File: src/rtl/imm_decode_buf.sv
// Immediate decoder feeding a DEPTH-entry FIFO between fetch and execute; push-to-head latency 1 cycle, no bypass.
// Backpressure: in_ready low while full or in reset; head fields hold steady while out_ready is low.

module imm_decode_buf_fifo #(
  parameter int WIDTH = 8,
  parameter int DEPTH = 2
) (
  input  logic             clk,
  input  logic             rst,
  input  logic             flush,
  input  logic             push_vld,
  output logic             push_rdy,
  input  logic [WIDTH-1:0] push_dat,
  output logic             pop_vld,
  input  logic             pop_rdy,
  output logic [WIDTH-1:0] pop_dat
);
  localparam int AW = $clog2(DEPTH);
  localparam logic [AW:0] FULL = (AW+1)'(DEPTH);

  logic [WIDTH-1:0] mem [DEPTH];
  logic [AW-1:0]    wr_ptr;
  logic [AW-1:0]    rd_ptr;
  logic [AW:0]      count;
  logic             push;
  logic             pop;

  assign push_rdy = (count != FULL) & ~rst;
  assign pop_vld  = (count != '0);
  assign push     = push_vld & push_rdy;
  assign pop      = pop_vld & pop_rdy;
  assign pop_dat  = mem[rd_ptr];

  // flush outranks any push/pop in the same cycle; storage is only cleared by rst
  always_ff @(posedge clk or posedge rst) begin
    if (rst) begin
      wr_ptr <= '0;
      rd_ptr <= '0;
      count  <= '0;
      for (int i = 0; i < DEPTH; i++) mem[i] <= '0;
    end else if (flush) begin
      wr_ptr <= '0;
      rd_ptr <= '0;
      count  <= '0;
    end else begin
      if (push) begin
        mem[wr_ptr] <= push_dat;
        wr_ptr      <= wr_ptr + 1'b1;
      end
      if (pop) rd_ptr <= rd_ptr + 1'b1;
      case ({push, pop})
        2'b10:   count <= count + 1'b1;
        2'b01:   count <= count - 1'b1;
        default: count <= count;
      endcase
    end
  end
endmodule

module imm_decode_buf #(
  parameter int XLEN  = 32,
  parameter int DEPTH = 2
) (
  input  logic            clk,
  input  logic            rst,
  input  logic            flush,
  input  logic            in_valid,
  output logic            in_ready,
  input  logic [31:0]     in_ins,
  input  logic [XLEN-1:0] in_pc,
  output logic            out_valid,
  input  logic            out_ready,
  output logic [31:0]     out_ins,
  output logic [XLEN-1:0] out_pc,
  output logic [XLEN-1:0] out_imm,
  output logic [2:0]      out_imm_type,
  output logic            out_illegal
);
  typedef enum logic [2:0] {
    IMM_NONE = 3'd0,
    IMM_I    = 3'd1,
    IMM_S    = 3'd2,
    IMM_B    = 3'd3,
    IMM_U    = 3'd4,
    IMM_J    = 3'd5,
    IMM_Z    = 3'd6
  } imm_type_t;

  typedef struct packed {
    logic [31:0]     ins;
    logic [XLEN-1:0] pc;
    logic [XLEN-1:0] imm;
    imm_type_t       imm_type;
    logic            illegal;
  } entry_t;

  logic [4:0]         op;
  imm_type_t          dec_type;
  logic               dec_illegal;
  logic signed [31:0] imm32;
  entry_t             in_entry;
  entry_t             head;

  assign op = in_ins[6:2];

  always_comb begin
    dec_type    = IMM_NONE;
    dec_illegal = 1'b0;
    case (op)
      5'b00000, 5'b00100, 5'b00110, 5'b00011, 5'b11001: dec_type = IMM_I;
      5'b01000: dec_type = IMM_S;
      5'b11000: dec_type = IMM_B;
      5'b01101, 5'b00101: dec_type = IMM_U;
      5'b11011: dec_type = IMM_J;
      5'b11100: dec_type = in_ins[14] ? IMM_Z : IMM_I;
      5'b01100, 5'b01110: dec_type = IMM_NONE;
      default: dec_illegal = 1'b1;
    endcase
    if (in_ins[1:0] != 2'b11) dec_illegal = 1'b1;
    if (dec_illegal) dec_type = IMM_NONE;
  end

  // Z has bit 31 clear and NONE is all ones, so one signed widening covers every type
  always_comb begin
    imm32 = '1;
    case (dec_type)
      IMM_I:   imm32 = {{20{in_ins[31]}}, in_ins[31:20]};
      IMM_S:   imm32 = {{20{in_ins[31]}}, in_ins[31:25], in_ins[11:7]};
      IMM_B:   imm32 = {{19{in_ins[31]}}, in_ins[31], in_ins[7], in_ins[30:25], in_ins[11:8], 1'b0};
      IMM_U:   imm32 = {in_ins[31:12], 12'b0};
      IMM_J:   imm32 = {{11{in_ins[31]}}, in_ins[31], in_ins[19:12], in_ins[20], in_ins[30:21], 1'b0};
      IMM_Z:   imm32 = {27'b0, in_ins[19:15]};
      default: imm32 = '1;
    endcase
  end

  always_comb begin
    in_entry          = '0;
    in_entry.ins      = in_ins;
    in_entry.pc       = in_pc;
    in_entry.imm      = XLEN'(imm32);
    in_entry.imm_type = dec_type;
    in_entry.illegal  = dec_illegal;
  end

  imm_decode_buf_fifo #(
    .WIDTH ($bits(entry_t)),
    .DEPTH (DEPTH)
  ) u_fifo (
    .clk      (clk),
    .rst      (rst),
    .flush    (flush),
    .push_vld (in_valid),
    .push_rdy (in_ready),
    .push_dat (in_entry),
    .pop_vld  (out_valid),
    .pop_rdy  (out_ready),
    .pop_dat  (head)
  );

  assign out_ins      = head.ins;
  assign out_pc       = head.pc;
  assign out_imm      = head.imm;
  assign out_imm_type = head.imm_type;
  assign out_illegal  = head.illegal;
endmodule

File: config.mk
export PLATFORM = sky130hd
export DESIGN_NAME = imm_decode_buf
export DESIGN_NICKNAME = d
export VERILOG_FILES = /design/src/rtl/imm_decode_buf.sv
export SDC_FILE = /design/constraint.sdc
export NUM_CORES = 1
export LEC_CHECK = 0
export CAP_MARGIN = 30
export CORE_ASPECT_RATIO = 2
export CORE_MARGIN = 2
export CORE_UTILIZATION = 49
export DETAILED_ROUTE_END_ITERATION = 8
export PLACE_DENSITY = 0.76
export SYNTH_ARGS = -nofsm -noshare
export SYNTH_HDL_FRONTEND = slang
export SYNTH_SLANG_ARGS = --single-unit
export TNS_END_PERCENT = 30
File: constraint.sdc
create_clock -name clk -period 10.61 [get_ports clk]
set_clock_uncertainty 0.1 [all_clocks]
set_input_delay 3.183 -clock clk [delete_from_list [all_inputs] [get_ports clk]]
set_output_delay 3.183 -clock clk [all_outputs]
set_load 0.02 [all_outputs]
; Yosys cells after proc, flatten, opt, wreduce, memory -nomap -nowiden
; Cells that the tools add are included.
[op_classes]
add_sub_neg = 4
n_lt_le_gt_ge = 3
n_eq_ne = 22
mux = 18
bitwise_logic = 7
n_reduce_logical = 10
[ops]
columns = cell, count
row1 = 2-to-1 mux 100 bit, 4
row2 = bitwise mux 200 bit, 1
row3 = one-hot mux 32 bit (6 select lines), 1
row4 = demux 100 bit (select 1 bit), 1
row5 = "== test 5 x 4 -> 1 bit, second input constant", 4
row6 = "== test 5 bit, second input constant", 4
row7 = one-hot mux 3 bit (6 select lines), 1
row8 = "== test 5 x 3 -> 1 bit, second input constant", 3
row9 = OR reduction 13 bit, 1
row10 = "== test 3 bit, second input constant", 3
row11 = "== test 3 x 2 -> 1 bit, second input constant", 2
row12 = 2-to-1 mux 1 bit, 6
row13 = 2-to-1 mux 3 bit, 2
row14 = nonzero test 2 bit, 3
row15 = "== test 5 x 2 -> 1 bit, second input constant", 1
row16 = zero test 5 bit, 1
row17 = OR reduction 5 bit, 1
row18 = ">= comparator 2 bit, second input constant", 2
row19 = "!= test 2 bit, second input constant", 2
row20 = inverter 1 -> 2 bit, 2
row21 = one-hot mux 2 bit (2 select lines), 1
row22 = bitwise AND 1 bit, 3
row23 = "== test 3 x 1 -> 1 bit, second input constant", 1
row24 = nonzero test 3 bit, 1
row25 = other kinds (11), 13
[word_totals]
regBits = 204
inputBits = 69
output_inout_bits = 102
wordCells = 69

; Depth between registers and ports, before layout
; Gate-level depths: netlist of the first run.
[depth]
depth_word = 8
depth_mapped = 9

; By module
; A second synthesis of the first run with hierarchy kept.
[unflattened]
hier_cells = 691
hier_area_um2 = 10651.5
[by_module_without_submodules]
columns = mod, n_inst, cells_per_inst, area_per_inst_um2, seq_area_each_um2
row1 = imm_decode_buf_fifo, 1, 561, 9887.0, 5104.9
row2 = imm_decode_buf, 1, 130, 764.5, 0.0

; Worst setup path before layout of the first run
; No wires, ideal clock.
[synth_path]
path_kind = input -> register
start = input rst
end = register u_fifo.count[0]
setup_time_ns = 0.071
arrival_ns = 7.944
slack_ns = 2.495
stages = 4
path_buffers = 0
path_cell_list = inv_1 > a31oi_1 > o21a_1 > nor2_1
[synth_via]
elab_chain_cells = 6
word_cells_on_any_way = 8
cone_classes = eq/ne: 2 / mux: 2 / bitwise: 3 / reduce/logical: 1
[synth_lines]
columns = item, line_no
row1 = "start, declared", 65  ; input logic rst,
row2 = inverter 1 bit *, 28  ; assign push_rdy = (count != FULL) & ~rst;
row3 = bitwise AND 1 bit *, 28
row4 = bitwise AND 1 bit *, 30  ; assign push = push_vld & push_rdy;
row5 = == test 2 x 1 -> 1 bit or == test 2 bit (tied branches), 51  ; case ({push, pop})
row6 = one-hot mux 2 bit (2 select lines), 51
row7 = 2-to-1 mux 2 bit, 41  ; end else if (flush) begin
row8 = "end signal, assigned", 52  ; 2'b10: count <= count + 1'b1;
row9 = "end signal, assigned", 53  ; 2'b01: count <= count - 1'b1;
row10 = "end signal, assigned", 54  ; default: count <= count;
row11 = "end, declared", 24  ; logic [AW:0] count;
; Every way passes the cells marked *; elsewhere a longest branch is shown, timed or not.
; A chain may end at the register's enable or synchronous reset.

; Worst setup path after layout of the first run
[layout_path]
start = input rst
end = output in_ready
[layout_via]
elab_chain_cells = 2
[layout_lines]
columns = item, line_no
row1 = inverter 1 bit, 28
row2 = bitwise AND 1 bit, 28
row3 = "end, declared", 68  ; output logic in_ready,
; No other way between the ends.

==> results.md, run 1 <==
* Yosys cell types at 67
* Peak VDD IR at 0.150 mV
* Clock sinks at around 200
* Nets at 1,236
* Avg WL per Cell at 17.3 um
* CP endpoint kind: primary output
* Post-synth EDFFs at 0
* Worst-Skew Late Latency at approximately 0.49 ns
* Die Ht at 203 um
* Post-Syn Instances at between 1,000 and 1,500
* CTS Buf Count at 19
* TNS Setup at 0 ns
* Root Buffer: clkbuf_16
* Asr flop ratio synth at 100%
* Most common cell after layout, fill and taps aside: nand2_1
* Cell taking the most area after synthesis: dfrtp_1
* Vias in the first global route at 7,813
* Crit path required time at 7.33 ns
* Layout Cells excl Fill at 1,440
* Dpl cells at between 1,000 and 1,500
* Ranking of synthesized cells by area: dfrtp_1 53%, nand2_1 16%, mux2_2 12%
* Row cnt at 72
* Register Area at 0.00511 sq mm
* Status: completed
* GRT overflow at 0
* Startpoint types: input port
* Syn nets at 1,107
* H-tree levels at 1
* Layout area overhead at 25.2%
* DPL Wire Length at 16.0 mm
* Remaining DRCs at 0
* Critical Path AT at 4.48 ns
* Die Wd at 103 um
* CTS tree: done
* Fmax achieved at around 130 MHz
* Actual slew at the worst max-slew pin at 0.975 ns
* Clock tree buffer depth at 3
* Most frequent cells in the layout: 424 x nand2_1, 203 x dfrtp_1, 170 x clkdlybuf4s50_1
* Gpl congestion at 0.823
* Top-area cell type share of the netlist area at 52.7%
* Ys flop type: dfrtp_1
* DR iter-0 viols at 497
* Total wire length at 24.8 mm
* Buffers on Ports at 170
* Total number of vias at 7,759
* Post-CTS Setup Bufs at 0
* Die area at 0.0210 sq mm
* Seq cells post-synth at 204
* Syn Area/Cell at 9.33 sq um
* Hold_buf cts at 0
* Max Cap Viol at 0
* RSZ-0062 raised after global routing: false
* Register area share after synthesis at a little over half
* # resized after CTS at 0
* Worst-path clk slew at 0.07 ns
* Effective utilization at floorplan at 50.0%
* Fin crit period at between 7 and 8 ns
* Antenna-violating nets left at 0
* CP Max Fanout at 3
* Max-slew violations at 0
* Leak Pwr at 5.41 nW
* Slew HR at 35.0%
* Post-Syn Area at 0.00968 sq mm
* DR vias/cell at 5.39
* Multi-input logic area at 0.00424 sq mm
* Yosys Warn Count at 0
* Share of cells above drive strength 1 at 14.7%
* Final Setup Violations at 0
* Final Cycle Share at 73.2%
* Pin count of the biggest net entering global routing at 135
* Number of antenna violations at the first check in global routing at 1
* IO Pins at approximately 170
* Type of the worst min-delay path: reg -> reg
* Final Hold Viols at 0
* Fill cells at ~1,600
* Setup Crit Path Kind: in -> out
* Gr usage total at about a quarter
* Drt first pass iters at 5
* First-pass GRT wire length at approximately 40 mm
* Power Density at 186 mW/mm^2
* Core ar. at 0.0194 sq mm
* Min Hold Slack at 0.371 ns
-- cells by family after synthesis --
logic type,Yosys count,share of synthesized area [%]
buffers and inverters,75,3.73
DFF,204,52.7
and+or+nand+nor,526,22.2
xor gates and xnor gates,1,0.0905
AOI/OAI and AO/OA,132,9.65
muxes,100,11.6
-- path summary, 6_finish.rpt --
check	from	endpoint	slack [ns]	cells after the start
min in group asynchronous	rst	u_fifo.wr_ptr	3.22	2
hold reg to reg	u_fifo.mem[142]	u_fifo.mem[142]	0.37	2
hold / removal	u_fifo.mem[142]	u_fifo.mem[142]	0.37	2
max in group asynchronous	rst	u_fifo.mem[71]	5.61	3
setup reg to reg	u_fifo.count[1]	u_fifo.mem[7]	7.86	7
setup / recovery	rst	in_ready	2.85	3
-- area by class of cell --
| cell class | instances | share of cell area (%) |
|---|---|---|
| sequential | 204 | 42.1 |
| multi-input combinational | 759 | 35.0 |
| timing repair buffer | 179 | 14.9 |
| clock buffer | 26 | 4.30 |
| tap | 259 | 2.67 |
| clock inverter | 8 | 0.805 |
| inverter | 4 | 0.186 |
| antenna | 1 | 0.0206 |
-- layer usage --
| metal | up-vias | share of wire (%) | track usage (%) |
|---|---|---|---|
| met3 | 39 | 5.4 | 3.55 |
| met5 | - | 0 | 0 |
| met1 | 3788 | 40 | 31.5 |
| li1 | 3714 | - | - |
| met4 | 0 | 2.8 | 6.95 |
| met2 | 218 | 52 | 41.6 |
-- critical path, cell delays in order --
cell             delay [ns]
clkdlybuf4s50_1        0.53
nor2_1                 0.16
clkdlybuf4s50_1        0.61
-- cell usage after synthesis, drive strengths merged (2+ instances only) --
master	n
a31oi	44
and2	6
nand3	2
or3	2
nand4bb	2
a211oi	6
nor2	64
o211a	2
o21ai	28
nor4b	2
o32a	2
nand2b	3
dfrtp	204
nor3	4
buf	26
clkbuf	45
nand2	426
mux2	100
a2111oi	2
o211ai	3
o221a	6
nor4	2
o2bb2ai	4
inv	4
a21o	2
a222oi	3
or3b	3
and3b	2
a21oi	19
o21a	5
-- through the flow --
step / setup slack [ns] / util (%) / instance area [sq um] / power, mW
final: 2.85 / 62.6 / 12100 / 2.26
after detailed placement: 2.85 / 59.4 / 11500 / 1.58
after global routing: 2.79 / 62.6 / 12100 / 2.37
after global placement: 2.87 / 59.1 / 11500 / 1.56
after CTS: 2.85 / 62.6 / 12100 / 2.28
after floorplan: 1.74 / - / 9680 / 1.35
-- report_power, final --
part	internal (mW)	total [mW]	switching (mW)
sequential	0.929	1.01	0.0797
clock	0.397	0.694	0.297
combinational	0.269	0.554	0.285
-- sequential cells by signal, summed over array words and instances, names as in the netlist --
| register | cells |
|---|---|
| u_fifo.rd_ptr | 1 |
| u_fifo.count | 2 |
| u_fifo.mem | 200 |
| u_fifo.wr_ptr | 1 |
Note: power is estimated with default switching activity, not from simulation.
==> inputs of run 2 (changes only) <==
==> constraint.sdc (replaced) <==
create_clock -name clk -period 7.2 [get_ports clk]
set_clock_uncertainty 0.1 [all_clocks]
set_input_delay 2.16 -clock clk [delete_from_list [all_inputs] [get_ports clk]]
set_output_delay 2.16 -clock clk [all_outputs]
set_load 0.02 [all_outputs]
==> run 2 against run 1 <==
Net effect: register-to-register slack lost 3.5 ns; power grew 45%; combinational power grew 48%; global-route usage shrank 0.27 points; clock power grew 41%; hold slack lost 0.0010 ns.
==> results.md, run 2 (synthesis results as in run 1) <==
* CTS Buf Count at 18 (-1)
* CTS tree: done
* Total number of vias at 7,663 (-1.2%)
* Actual slew at the worst max-slew pin at 1.07 ns (+0.0998 ns)
* First-pass GRT wire length at 40.0 mm (-1.0%)
* Post-CTS Setup Bufs at 0 (unchanged)
* IO Pins at 171 (unchanged)
* Worst-Skew Late Latency at 0.48 ns (about the same)
* Drt first pass iters at 5 (unchanged)
* CP Max Fanout at 3 (unchanged)
* Fin crit period at 5.65 ns
* Row cnt at 72 (unchanged)
* Fmax achieved at around 180 MHz
* Critical Path AT at 3.39 ns (-1.09 ns)
* RSZ-0062 raised after global routing: false
* Effective utilization at floorplan at 50.0% (unchanged)
* Die area at 0.0210 sq mm (unchanged)
* Gpl congestion at 0.861 (+4.6%)
* Crit path required time at 4.94 ns (-2.39 ns)
* H-tree levels at 1 (unchanged)
* Slew HR at 28.4% (-6.7 points)
* Most flop-heavy register: u_fifo.mem
* Power Density at 272 mW/mm^2 (+46%)
* GRT overflow at 0 (unchanged)
* Dpl cells at 1,405 (unchanged)
* Final instance area at 0.0121 sq mm (-0.45%)
* CP endpoint kind: primary output
* Min Hold Slack at 0.370 ns (-0.00105 ns)
* # resized after CTS at 0 (unchanged)
* Setup Crit Path Kind: in -> out
* Remaining DRCs at 0 (unchanged)
* Top Registers: u_fifo.mem x200, u_fifo.count x2
* Most frequent cells in the layout: 424 x nand2_1, 203 x dfrtp_1, 170 x clkdlybuf4s50_1
* Place WS at 1.56 ns (-1.29 ns)
* DR vias/cell at 5.34 (-0.96%)
* Core ar. at 0.0194 sq mm (unchanged)
* Startpoint types: input port
* Max-slew violations at 0 (unchanged)
* Clock tree buffer depth at 3 (unchanged)
* Leak Pwr at 5.38 nW (-0.62%)
* Max FFs per register at 200 (unchanged)
* Ant diodes at 0 (-1)
* Antenna-violating nets left at 0 (unchanged)
* Final Cycle Share at 78.4%
* Die Wd at 103 um (unchanged)
* Most common cell after layout, fill and taps aside: nand2_1
* Peak VDD IR at 0.228 mV (+52%)
* Fill cells at 1,637 (+1.4%)
* Final Setup Violations at 0 (unchanged)
* Max Cap Viol at 0 (unchanged)
* Number of antenna violations at the first check in global routing at 0 (-1)
* Layout area overhead at 24.6%
* Worst setup margin at 1.55 ns (-1.29 ns)
* Type of the worst min-delay path: reg -> reg
* DPL Wire Length at 16.0 mm (about the same)
* Clock sinks at 204 (unchanged)
* Avg WL per Cell at 17.2 um (-0.34%)
* Die Ht at 203 um (unchanged)
* Hold_buf cts at 0 (unchanged)
* Worst-path clk slew at 0.06 ns (about the same)
* TNS Setup at 0 ns (unchanged)
* Final Hold Viols at 0 (unchanged)
* Layout Cells excl Fill at 1,436 (-0.28%)
* Buffers on Ports at 170 (unchanged)
* Gr usage total at 24.0% (-0.27 points)
* DR iter-0 viols at 443 (-11%)
* Vias in the first global route at 7,681 (-1.7%)
* Nets at 1,235 (-0.081%)
* Placed cell areas at 0.0115 sq mm (-0.21%)
* Status: completed
* Root Buffer: clkbuf_16
* Pin count of the biggest net entering global routing at 205 (+52%)
* Share of cells above drive strength 1 at 14.4% (-0.22 points)
* Total wire length at 24.7 mm (-0.61%)
==> run 2: routing by layer <==
layer | share of wire, % | track usage (%) | routed length, um
met2 | 52 | 41.7 | 12800
met3 | 4.6 | 3.58 | 1150
met1 | 41 | 30.6 | 10100
met4 | 2.7 | 6.86 | 671
met5 | 0 | 0 | 0
==> run 2: path summary, 6_finish.rpt <==
| kind | startpoint | to | slack (ns) | cells past startpoint |
|---|---|---|---|---|
| max in group asynchronous | rst | u_fifo.rd_ptr | 3.81 | 3 |
| hold reg to reg | u_fifo.mem[66] | u_fifo.mem[66] | 0.37 | 2 |
| setup / recovery | rst | in_ready | 1.55 | 3 |
| min in group asynchronous | rst | u_fifo.mem[92] | 2.36 | 3 |
| setup reg to reg | u_fifo.count[1] | u_fifo.mem[21] | 4.37 | 6 |
| hold / removal | u_fifo.mem[66] | u_fifo.mem[66] | 0.37 | 2 |
==> run 2: per-stage QoR <==
stage | power, mW | util, %
4_1_cts | 3.31 | 62.3
2_1_floorplan | 1.98 | -
3_5_place_dp | 2.33 | 59.3
5_1_grt | 3.45 | 62.3
3_3_place_gp | 2.30 | 59.3
6_report | 3.28 | 62.3
==> run 2: layout make-up <==
| type | instances | area (sq um) | share of cell area (%) |
|---|---|---|---|
| flip-flops and latches | 204 | 5110 | 42.3 |
| multi-input cells | 759 | 4240 | 35.2 |
| repair buffers | 179 | 1780 | 14.8 |
| clock buffers | 25 | 508 | 4.21 |
| well taps | 259 | 324 | 2.69 |
| clock inverters | 6 | 82.6 | 0.684 |
| inverters | 4 | 18.8 | 0.156 |
==> run 2: critical path: stages <==
cell,delay [ns]
clkdlybuf4s50_1,0.48
nor2_1,0.14
clkdlybuf4s50_1,0.61
==> run 2: power breakdown <==
part	switching (mW)	internal [mW]	total, mW
logic	0.422	0.396	0.818
registers	0.118	1.37	1.49
clock network	0.412	0.566	0.978
total	0.952	2.33	3.28
==> inputs of run 3 (changes only) <==
==> constraint.sdc (replaced) <==
create_clock -name clk -period 5.7 [get_ports clk]
set_clock_uncertainty 0.1 [all_clocks]
set_input_delay 1.71 -clock clk [delete_from_list [all_inputs] [get_ports clk]]
set_output_delay 1.71 -clock clk [all_outputs]
set_load 0.02 [all_outputs]
==> run 3 against run 2 <==
Net effect: clock power rose by 34%; sequential power rose by 26%; sequential share of layout area decreased by 0.46 points; cell count is 0.42% higher; core utilization is 0.68 points higher; highest routed layer unchanged; power rose by 29%; non-clock buffer count grew 5.
==> results.md, run 3 (synthesis results as in run 1) <==
* Core ar. at 0.0194 sq mm (unchanged)
* Worst-Skew Late Latency at 0.47 ns (about the same)
* Clock network power share at 31.1% (+1.3 points)
* Worst-path clk slew at 0.06 ns (about the same)
* Max Cap Viol at 0 (unchanged)
* Actual slew at the worst max-slew pin at 0.845 ns (-0.230 ns)
* Ant diodes at 0 (unchanged)
* DPL Wire Length at 16.3 mm (+1.6%)
* Worst setup margin at 0.990 ns (-0.563 ns)
* Critical Path Source: rst
* Leak Pwr at 5.45 nW (+1.3%)
* Dpl cells at 1,410 (+0.36%)
* Hold_buf cts at 0 (unchanged)
* Antenna-violating nets left at 0 (unchanged)
* Place WS at 0.986 ns (-0.571 ns)
* Die Ht at 203 um (unchanged)
* R2r worst-path depth at 6 (unchanged)
* Fmax achieved at around 210 MHz
* Final Hold Viols at 0 (unchanged)
* Combinational power share at 24.4% (-0.5 points)
* CTS Buf Count at 19 (+1)
* Effective utilization at floorplan at 50.0% (unchanged)
* Total wire length at 24.5 mm (-0.75%)
* Buffers on Ports at 170 (unchanged)
* IO Pins at 171 (unchanged)
* Fin crit period at 4.71 ns
* Type of the worst min-delay path: reg -> reg
* # resized after CTS at 0 (unchanged)
* Pint at 3.03 mW (+30%)
* Gr usage total at 24.0% (-0.048 points)
* Total number of vias at 7,734 (+0.93%)
* Status: completed
* Max FFs per register at 200 (unchanged)
* Startpoint types: input port
* Top Registers: u_fifo.mem x200, u_fifo.count x2
* Slew HR at 43.6% (+15 points)
* Psw at 1.20 mW (+26%)
* CTS tree: done
* Die Wd at 103 um (unchanged)
* CP Max Fanout at 3 (unchanged)
* Avg WL per Cell at 17.0 um (-1.2%)
* GRT overflow at 0 (unchanged)
* Layout area overhead at 26.0%
* Final instance area at 0.0122 sq mm (+1.1%)
* RSZ-0062 raised after global routing: false
* Row cnt at 72 (unchanged)
* Reg2reg end: u_fifo.mem[6]
* H-tree levels at 1 (unchanged)
* Layout Cells excl Fill at 1,442 (+0.42%)
* Most common cell after layout, fill and taps aside: nand2_1
* Number of antenna violations at the first check in global routing at 0 (unchanged)
* Setup Crit Path Kind: in -> out
* FF-to-FF setup slack at 3.18 ns (-1.19 ns)
* Peak VDD IR at 0.277 mV (+21%)
* Reg2reg start: u_fifo.count[1]
* Pin count of the biggest net entering global routing at 103 (-50%)
* Most frequent cells in the layout: 424 x nand2_1, 203 x dfrtp_1, 170 x clkdlybuf4s50_1
* Critical Path AT at 2.90 ns (-0.49 ns)
* Clock sinks at 204 (unchanged)
* Hold path cells at 2 (unchanged)
* Most flop-heavy register: u_fifo.mem
* Final Setup Violations at 0 (unchanged)
* Max-slew violations at 0 (unchanged)
* CP endpoint kind: primary output
* Die area at 0.0210 sq mm (unchanged)
* DR iter-0 viols at 517 (+17%)
* Power Density at 346 mW/mm^2 (+27%)
* Crit path required time at 3.89 ns (-1.05 ns)
* Post-CTS Setup Bufs at 0 (unchanged)
* Nets at 1,241 (+0.49%)
* Share of cells above drive strength 1 at 15.0% (+0.60 points)
* Remaining DRCs at 0 (unchanged)
* Drt first pass iters at 5 (unchanged)
* DR vias/cell at 5.36 (+0.51%)
* Portion of total power attributed to sequential cells at 44.5% (-0.8 points)
* Vias in the first global route at 7,916 (+3.1%)
* First-pass GRT wire length at 39.9 mm (-0.43%)
* Setup crit end: in_ready
* Root Buffer: clkbuf_16
* Switching Share at 28.4% (-0.60 points)
* TNS Setup at 0 ns (unchanged)
* Clock tree buffer depth at 3 (unchanged)
* Placed cell areas at 0.0116 sq mm (+0.65%)
* Final Cycle Share at 82.6%
* Gpl congestion at 0.852 (-1.0%)
[run 3: power by group through the flow]
stage	Sequential, mW	Clock [mW]	Combinational (mW)
5_1_grt	1.92	1.39	1.14
6_report	1.88	1.31	1.03
2_1_floorplan	1.85	0	0.651
3_5_place_dp	1.91	0	1.04
3_3_place_gp	1.89	0	1.02
4_1_cts	1.88	1.34	1.05
[run 3: worst min-delay path by stage]
stage,startpoint,to
finish,u_fifo.mem[193],u_fifo.mem[193]
CTS,u_fifo.mem[87],u_fifo.mem[87]
global route,u_fifo.mem[192],u_fifo.mem[192]
detailed placement,u_fifo.mem[58],u_fifo.mem[58]
global placement,u_fifo.mem[64],u_fifo.mem[64]
floorplan,u_fifo.mem[36],u_fifo.mem[36]
[run 3: critical path: stages]
cell,delay [ns]
clkdlybuf4s50_1,0.47
nor2_1,0.12
clkdlybuf4s50_1,0.60
[run 3: final cells by class]
class                   instances  area, sq um
clock inverters                 3         65.1
inverters                       4         18.8
clock buffers                  29          583
repair buffers                184         1860
multi-input cells             759         4240
fillers                      1634         7170
well taps                     259          324
flip-flops and latches        204         5110
[run 3: per-stage QoR]
| step | power (mW) | hold WS [ns] | util (%) |
|---|---|---|---|
| after CTS | 4.27 | 0.372 | 63.0 |
| after detailed placement | 2.94 | 0.357 | 59.6 |
| after global placement | 2.91 | 0.351 | 59.6 |
| after floorplan | 2.50 | 0.340 | - |
| final | 4.23 | 0.368 | 63.0 |
| after global routing | 4.45 | 0.392 | 63.0 |
[run 3: per-layer routing]
layer,vias up,part of all wire [%],wire [um],GRT usage [%]
met5,-,0,0,0
met4,0,2.6,637,7.00
met3,37,5.4,1320,4.13
met2,226,54,13200,43.0
met1,3747,38,9390,28.7
li1,3724,-,-,-
